### config.mk
export PLATFORM = sky130hd
export DESIGN_NAME = fixed_point_mult_pipe_flat
export DESIGN_NICKNAME = d
export VERILOG_FILES = /design/src/rtl/fixed_point_mult_pipe_if.sv /design/src/rtl/fixed_point_mult_pipe.sv /design/src/flat_wrapper.sv
export SDC_FILE = /design/constraint.sdc
export NUM_CORES = 1
export LEC_CHECK = 0
export BUFFER_PORTS_ARGS = -buffer_cell sky130_fd_sc_hd__buf_4
export CORE_MARGIN = 3
export CORE_UTILIZATION = 57
export DETAILED_ROUTE_END_ITERATION = 16
export HOLD_SLACK_MARGIN = 0.05
export PLACE_DENSITY = 0.81
export SLEW_MARGIN = 10
export SYNTH_ARGS = -nofsm -noshare
export SYNTH_HDL_FRONTEND = slang
export SYNTH_SLANG_ARGS = --single-unit
### constraint.sdc
create_clock -name clk -period 5.4 [get_ports clk]
set_input_delay 0.54 -clock clk [delete_from_list [all_inputs] [get_ports clk]]
set_output_delay 0.54 -clock clk [all_outputs]
set_load 0.02 [all_outputs]
### src/rtl/fixed_point_mult_pipe_if.sv
// Stream interface for the pipelined sign-magnitude multiplier.
// Carries the operand side (in_*) and the product side (out_*) of the
// valid/ready handshake. Lanes are packed side by side, lane i at [i*WIDTH +: WIDTH].
interface fixed_point_mult_pipe_if #(
   parameter int WIDTH = 16,
   parameter int LANES = 1
);
   logic                     in_valid;
   logic                     in_ready;
   logic [LANES*WIDTH-1:0]   in_a;
   logic [LANES*WIDTH-1:0]   in_b;
   logic                     out_valid;
   logic                     out_ready;
   logic [LANES*WIDTH-1:0]   out_p;
   logic [LANES-1:0]         out_ovf;

   modport master (
      output in_valid, in_a, in_b, out_ready,
      input  in_ready, out_valid, out_p, out_ovf
   );

   modport slave (
      input  in_valid, in_a, in_b, out_ready,
      output in_ready, out_valid, out_p, out_ovf
   );
endinterface

### src/rtl/fixed_point_mult_pipe.sv
// Three-stage, multi-lane sign-magnitude fixed-point multiplier for the FFT datapath.
// S1 registers the operands, S2 forms sign and full-width magnitude product,
// S3 rounds, scales by 2^-FRAC, saturates or wraps, and drives the result.
// Every stage has its own load enable so bubbles collapse under backpressure.
// A saturating 16-bit counter tallies output transfers that carry any overflow.
module fixed_point_mult_pipe #(
   parameter int WIDTH = 16,
   parameter int FRAC  = 8,
   parameter int LANES = 1,
   parameter int ROUND = 1,
   parameter int SAT   = 1
) (
   input  logic                    clk,
   input  logic                    rst,
   fixed_point_mult_pipe_if.slave  bus,
   input  logic                    ovf_clr,
   output logic [15:0]             ovf_count
);

   localparam int MW = WIDTH - 1;
   localparam int PW = 2 * MW;
   localparam int BW = LANES * WIDTH;

   localparam logic [PW:0] C_HALF      = (PW+1)'(1) << (FRAC - 1);
   localparam logic [PW:0] C_ROUND_ADD = (ROUND != 0) ? C_HALF : '0;
   localparam logic [PW:0] C_MAXMAG    = (PW+1)'({MW{1'b1}});

   logic                       r_s1Valid;
   logic [BW-1:0]              r_s1A;
   logic [BW-1:0]              r_s1B;

   logic                       r_s2Valid;
   logic [LANES-1:0]           r_s2Sign;
   logic [LANES-1:0][PW-1:0]   r_s2Mag;

   logic                       r_s3Valid;
   logic [BW-1:0]              r_outP;
   logic [LANES-1:0]           r_outOvf;

   logic [15:0]                r_ovfCount;

   logic                       w_load1;
   logic                       w_load2;
   logic                       w_load3;
   logic [LANES-1:0][PW:0]     w_rounded;
   logic [LANES-1:0][PW:0]     w_shifted;
   logic [LANES-1:0][MW-1:0]   w_laneMag;
   logic [BW-1:0]              w_nextP;
   logic [LANES-1:0]           w_nextOvf;

   // Stage load enables: a stage takes new data when empty or when its successor moves on.
   always_comb begin
      w_load3 = !r_s3Valid || bus.out_ready;
      w_load2 = !r_s2Valid || w_load3;
      w_load1 = !r_s1Valid || w_load2;
   end

   assign bus.in_ready  = w_load1;
   assign bus.out_valid = r_s3Valid;
   assign bus.out_p     = r_outP;
   assign bus.out_ovf   = r_outOvf;
   assign ovf_count     = r_ovfCount;

   // S1 valid bit; reset flushes whatever was in flight.
   always_ff @(posedge clk) begin
      if (rst) begin
         r_s1Valid <= 1'b0;
      end else if (w_load1) begin
         r_s1Valid <= bus.in_valid;
      end
   end

   // S1 operand capture; only real transfers overwrite the registers.
   always_ff @(posedge clk) begin
      if (w_load1 && bus.in_valid) begin
         r_s1A <= bus.in_a;
         r_s1B <= bus.in_b;
      end
   end

   // S2 valid bit follows S1 whenever S2 is allowed to load.
   always_ff @(posedge clk) begin
      if (rst) begin
         r_s2Valid <= 1'b0;
      end else if (w_load2) begin
         r_s2Valid <= r_s1Valid;
      end
   end

   // S2 per-lane sign and full-precision magnitude product.
   always_ff @(posedge clk) begin
      if (w_load2 && r_s1Valid) begin
         for (int i = 0; i < LANES; i++) begin
            r_s2Sign[i] <= r_s1A[i*WIDTH + MW] ^ r_s1B[i*WIDTH + MW];
            r_s2Mag[i]  <= PW'(r_s1A[i*WIDTH +: MW]) * PW'(r_s1B[i*WIDTH +: MW]);
         end
      end
   end

   // S3 arithmetic: round, drop FRAC bits, detect overflow, clamp or wrap, kill negative zero.
   always_comb begin
      w_rounded = '0;
      w_shifted = '0;
      w_laneMag = '0;
      w_nextP   = '0;
      w_nextOvf = '0;
      for (int i = 0; i < LANES; i++) begin
         w_rounded[i] = {1'b0, r_s2Mag[i]} + C_ROUND_ADD;
         w_shifted[i] = w_rounded[i] >> FRAC;
         w_nextOvf[i] = (w_shifted[i] > C_MAXMAG);
         w_laneMag[i] = ((SAT != 0) && w_nextOvf[i]) ? {MW{1'b1}} : w_shifted[i][MW-1:0];
         w_nextP[i*WIDTH +: WIDTH] = {r_s2Sign[i] && (w_laneMag[i] != '0), w_laneMag[i]};
      end
   end

   // S3 output register; holds its contents while the consumer stalls.
   always_ff @(posedge clk) begin
      if (rst) begin
         r_s3Valid <= 1'b0;
         r_outP    <= '0;
         r_outOvf  <= '0;
      end else if (w_load3) begin
         r_s3Valid <= r_s2Valid;
         if (r_s2Valid) begin
            r_outP   <= w_nextP;
            r_outOvf <= w_nextOvf;
         end
      end
   end

   // Saturating overflow tally; a clear wins over a same-cycle increment.
   always_ff @(posedge clk) begin
      if (rst || ovf_clr) begin
         r_ovfCount <= '0;
      end else if (r_s3Valid && bus.out_ready && (|r_outOvf) && (r_ovfCount != 16'hFFFF)) begin
         r_ovfCount <= r_ovfCount + 16'd1;
      end
   end

endmodule

### src/flat_wrapper.sv
// flat-port wrapper written by rule: the top's interface ports become plain ports
module fixed_point_mult_pipe_flat 
#(
   parameter int WIDTH = 16,
   parameter int FRAC  = 8,
   parameter int LANES = 1,
   parameter int ROUND = 1,
   parameter int SAT   = 1
)
  (clk, rst, ovf_clr, ovf_count, bus_in_valid, bus_in_a, bus_in_b, bus_out_ready, bus_in_ready, bus_out_valid, bus_out_p, bus_out_ovf);
  fixed_point_mult_pipe_if #(.WIDTH(WIDTH), .LANES(LANES)) bus_i ();
  input  logic clk;
  input  logic rst;
  input  logic ovf_clr;
  output logic [15:0] ovf_count;
  input wire logic [$bits(bus_i.in_valid)-1:0] bus_in_valid;
  input wire logic [$bits(bus_i.in_a)-1:0] bus_in_a;
  input wire logic [$bits(bus_i.in_b)-1:0] bus_in_b;
  input wire logic [$bits(bus_i.out_ready)-1:0] bus_out_ready;
  output wire logic [$bits(bus_i.in_ready)-1:0] bus_in_ready;
  output wire logic [$bits(bus_i.out_valid)-1:0] bus_out_valid;
  output wire logic [$bits(bus_i.out_p)-1:0] bus_out_p;
  output wire logic [$bits(bus_i.out_ovf)-1:0] bus_out_ovf;
  assign bus_i.in_valid = bus_in_valid;
  assign bus_i.in_a = bus_in_a;
  assign bus_i.in_b = bus_in_b;
  assign bus_i.out_ready = bus_out_ready;
  assign bus_in_ready = bus_i.in_ready;
  assign bus_out_valid = bus_i.out_valid;
  assign bus_out_p = bus_i.out_p;
  assign bus_out_ovf = bus_i.out_ovf;
  fixed_point_mult_pipe #(.WIDTH(WIDTH), .FRAC(FRAC), .LANES(LANES), .ROUND(ROUND), .SAT(SAT)) u_core (.clk(clk), .rst(rst), .bus(bus_i), .ovf_clr(ovf_clr), .ovf_count(ovf_count));
endmodule
==> out/results.txt <==
Outcome: complete, but fails checks
Failing checks: setup timing
Worst rel slew slack: 25.67%
Register area share after synthesis: 22.42%
Top cell family by delay on the critical path: adder cells
Max-slew violation count: 0
Post-CTS Hold Fix Bufs: 0
Syn_nets: 1387
Ys Warns: 0
Inst Count DP: 1436
Worst-skew pair later-pin latency: 0.36 ns
Total GRT Usage: 23.73%
Wire per inst: 15.76 um
Worst Path Class, Setup: flop to flop
Cts bufs inserted: 9
FMAX: 171.6 MHz
Largest net degree at the start of global routing: 35
Synthesized area per cell: 9.823 um2
Initial antenna violation count: 0
Number of flops mapped to enable cells by yosys: 56
DRT antenna net count: 0
Core area: 0.01821 mm2
Starting density of the core: 58.85%
Row cnt: 49
Hold crit path type: primary input to flop
Endpoints failing hold: 0
Setup crit end kind: flop
Netlist cell types: 51
DRC: 0
Synth Instances: 1091
Synth Flop Type: edfxtp_1
Chip Height: 143.1 um
Critical path fanouts, max: 5
Ys async rst share: 0%
Worst EP arrival: 5.93 ns
Final WL: 23250 um
Drt first pass iters: 7
Final worst setup slack: -0.4265 ns
Synthesized cell area: 0.01072 mm2
Maxcap violations: 0
Most common cell on crit path: fa_1
Dpl cell area: 0.01218 mm2
Via count: 7869
CP max stage cell: fa_1
CP Cell Sequence: buf_6 > and2_4 > fa_1 > inv_1 > fa_1 > inv_1 > fa_1 > fa_1 > fa_1 > inv_1 > fa_1 > inv_2 > ha_4 > o211ai_1 > a21oi_2 > a211oi_2 > a211oi_2 > o211ai_1 > o21bai_1 > a21oi_1 > xnor2_1
Ports: 72
Filler cell count: 1222
H-Tree Depth: 3
WP buf/inv: 5
Vias in the first global route: 8293
Critical path required time: 5.50 ns
Post-DP HPWL: 18110 um
Root Buffer: clkbuf_16
Share of cells above drive strength 1: 22.71%
Synth-to-Final Area Change: 19.97%
#FFs+latches synth: 92
Clock Sinks: 92
First-pass GRT wire length: 38760 um
I/O Buffers: 71
Post-route cell area: 0.01286 mm2
Period minus WS final: 5.827 ns
Clock Pin Slew Worst Setup and Hold Paths: 0.07 ns
RSZ-0062 raised after global routing: true
Startpoint type of the worst setup path: flop
Final std cells w/o fill: 1475
DRT iter0 DRCs: 548
CP peak stage delay: 0.54 ns
Final setup fails: 19
Die X: 143.1 um
Tightest Pin Transition: 1.115 ns
Footprint of the multi-input gates: 0.007699 mm2
CTS max path bufs: 2
Fin crit share: 107.9%
Diode count: 0
Layout Nets: 1537
Clk_skew: 0.01057 ns
Register area: 0.002402 mm2
Total gr overflow: 0
Total Die Area: 0.02048 mm2
Vias per cell: 5.335
RePlAce Congestion: 0.8869
TritonCTS clock tree: yes
==> metrics by stage <==
| stage | utilization [%] | TNS (ns) | hold slack [ns] | setup WS [ns] |
|---|---|---|---|---|
| 2_1_floorplan | - | -0.3565 | 0.4756 | -0.1366 |
| 3_3_place_gp | 66.91 | -1.974 | 0.4849 | -0.2623 |
| 3_5_place_dp | 66.91 | -3.937 | 0.4910 | -0.4074 |
| 4_1_cts | 70.00 | -3.420 | 0.3444 | -0.3361 |
| 5_1_grt | 70.60 | -9.148 | 0.3437 | -0.6363 |
| 6_report | 70.60 | -5.613 | 0.3534 | -0.4265 |
==> cells by family (layout without fill, tap and decap cells) <==
logic type	count (synthesis)	count (layout)	share of synthesized area [%]
xor+xnor	51	51	4.168
flops	92	92	22.42
mux	3	3	0.2802
buf+inv	254	409	9.072
simple gates	360	360	17.08
compound gates	72	72	5.114
fa+ha+maj	259	259	41.87
==> flip-flops by register name (all words and copies together), names as in the netlist <==
register	flops
u_core.bus.out_ovf	1
u_core.bus.out_p	16
u_core.bus.out_valid	1
u_core.ovf_count	16
u_core.r_s1A	16
u_core.r_s1B	16
u_core.r_s1Valid	1
u_core.r_s2Mag	23
u_core.r_s2Sign	1
u_core.r_s2Valid	1
==> cells in the mapped netlist (8+ instances only) <==
library cell	number	area share [%]
fa_1	166	31
a311oi_1	8	0.65
and2_1	128	7.5
a21oi_1	19	0.89
nor2_1	48	1.7
clkbuf_1	37	1.3
inv_1	212	7.4
edfxtp_1	56	16
nand2_1	119	4.2
xnor2_1	23	1.9
dfxtp_1	36	6.7
ha_1	93	11
nand3_1	22	1.0
and3_1	8	0.47
nand4_1	9	0.53
xor2_1	28	2.3
==> routing by layer <==
metal | share of wire (%) | up-vias | track usage (%) | routed length, um
li1 | - | 3684 | - | -
met1 | 42 | 3842 | 32.12 | 9848
met2 | 49 | 292 | 39.94 | 11320
met3 | 7.0 | 51 | 4.354 | 1627
met4 | 2.0 | 0 | 5.903 | 456
met5 | 0 | - | 0 | 0
==> final cells by class <==
type	count	share of cell area, %
Timing Repair Buffer	181	10.96
Clock inverter	4	0.2141
Clock buffer	12	1.839
Inverter	212	6.190
Tap cell	229	2.229
Sequential cell	92	18.69
Multi-Input combinational cell	745	59.88
==> what timing repair did <==
| action | in CTS | in global routing |
|---|---|---|
| resized for setup | 46 | 20 |
| buffers inserted | 17 | 6 |
| setup endpoints to repair | 18 | 19 |
| pin swaps | 32 | 11 |
==> path summary, 6_finish.rpt <==
| check | from | to | slack, ns | cells past startpoint |
|---|---|---|---|---|
| setup / recovery | u_core.r_s1B[5]$_DFFE_PP_ | u_core.r_s2Mag[25]$_DFFE_PP_ | -0.43 | 21 |
| hold / removal | bus_in_a[1] | u_core.r_s1A[1]$_DFFE_PP_ | 0.35 | 1 |
| setup reg to reg | u_core.r_s1B[5]$_DFFE_PP_ | u_core.r_s2Mag[25]$_DFFE_PP_ | -0.43 | 21 |
| hold reg to reg | u_core.bus.out_p[5]$_SDFFE_PP0P_ | u_core.bus.out_p[5]$_SDFFE_PP0P_ | 0.50 | 2 |
==> worst reg2reg max path, cell delays in order, from the launching register on <==
cell      delay [ns]
edfxtp_1        0.47
buf_6           0.17
and2_4          0.13
fa_1            0.54
inv_1           0.06
fa_1            0.53
inv_1           0.05
fa_1            0.47
fa_1            0.49
fa_1            0.49
inv_1           0.05
fa_1            0.49
inv_2           0.05
ha_4            0.27
o211ai_1        0.14
a21oi_2         0.20
a211oi_2        0.06
a211oi_2        0.30
o211ai_1        0.19
o21bai_1        0.19
a21oi_1         0.10
xnor2_1         0.13
==> layout by cell type, fill, tap and decap left out, types with 3 or more instances in the layout <==
| cell type | instances |
|---|---|
| clkbuf_1 | 3 |
| nand3_1 | 21 |
| xor2_1 | 28 |
| clkbuf_16 | 9 |
| a311oi_2 | 7 |
| nor2_1 | 47 |
| nor2b_1 | 5 |
| and4_1 | 3 |
| nand2_2 | 3 |
| fa_2 | 3 |
| a21oi_2 | 7 |
| buf_4 | 170 |
| a21o_1 | 6 |
| dfxtp_1 | 36 |
| inv_2 | 18 |
| mux2i_1 | 3 |
| and3_4 | 3 |
| and2_1 | 113 |
| xnor2_1 | 23 |
| nand4_1 | 9 |
| a21oi_1 | 11 |
| nand2_1 | 116 |
| o21ai_0 | 3 |
| inv_1 | 195 |
| a311oi_1 | 8 |
| a31oi_1 | 4 |
| edfxtp_1 | 56 |
| and2_4 | 16 |
| ha_1 | 81 |
| buf_6 | 10 |
| and3_1 | 6 |
| a211oi_2 | 4 |
| ha_4 | 12 |
| fa_1 | 163 |
Power is left out: the tool's default activity adds up to more than one toggle a clock period on the data nets, which glitch-free logic cannot reach.
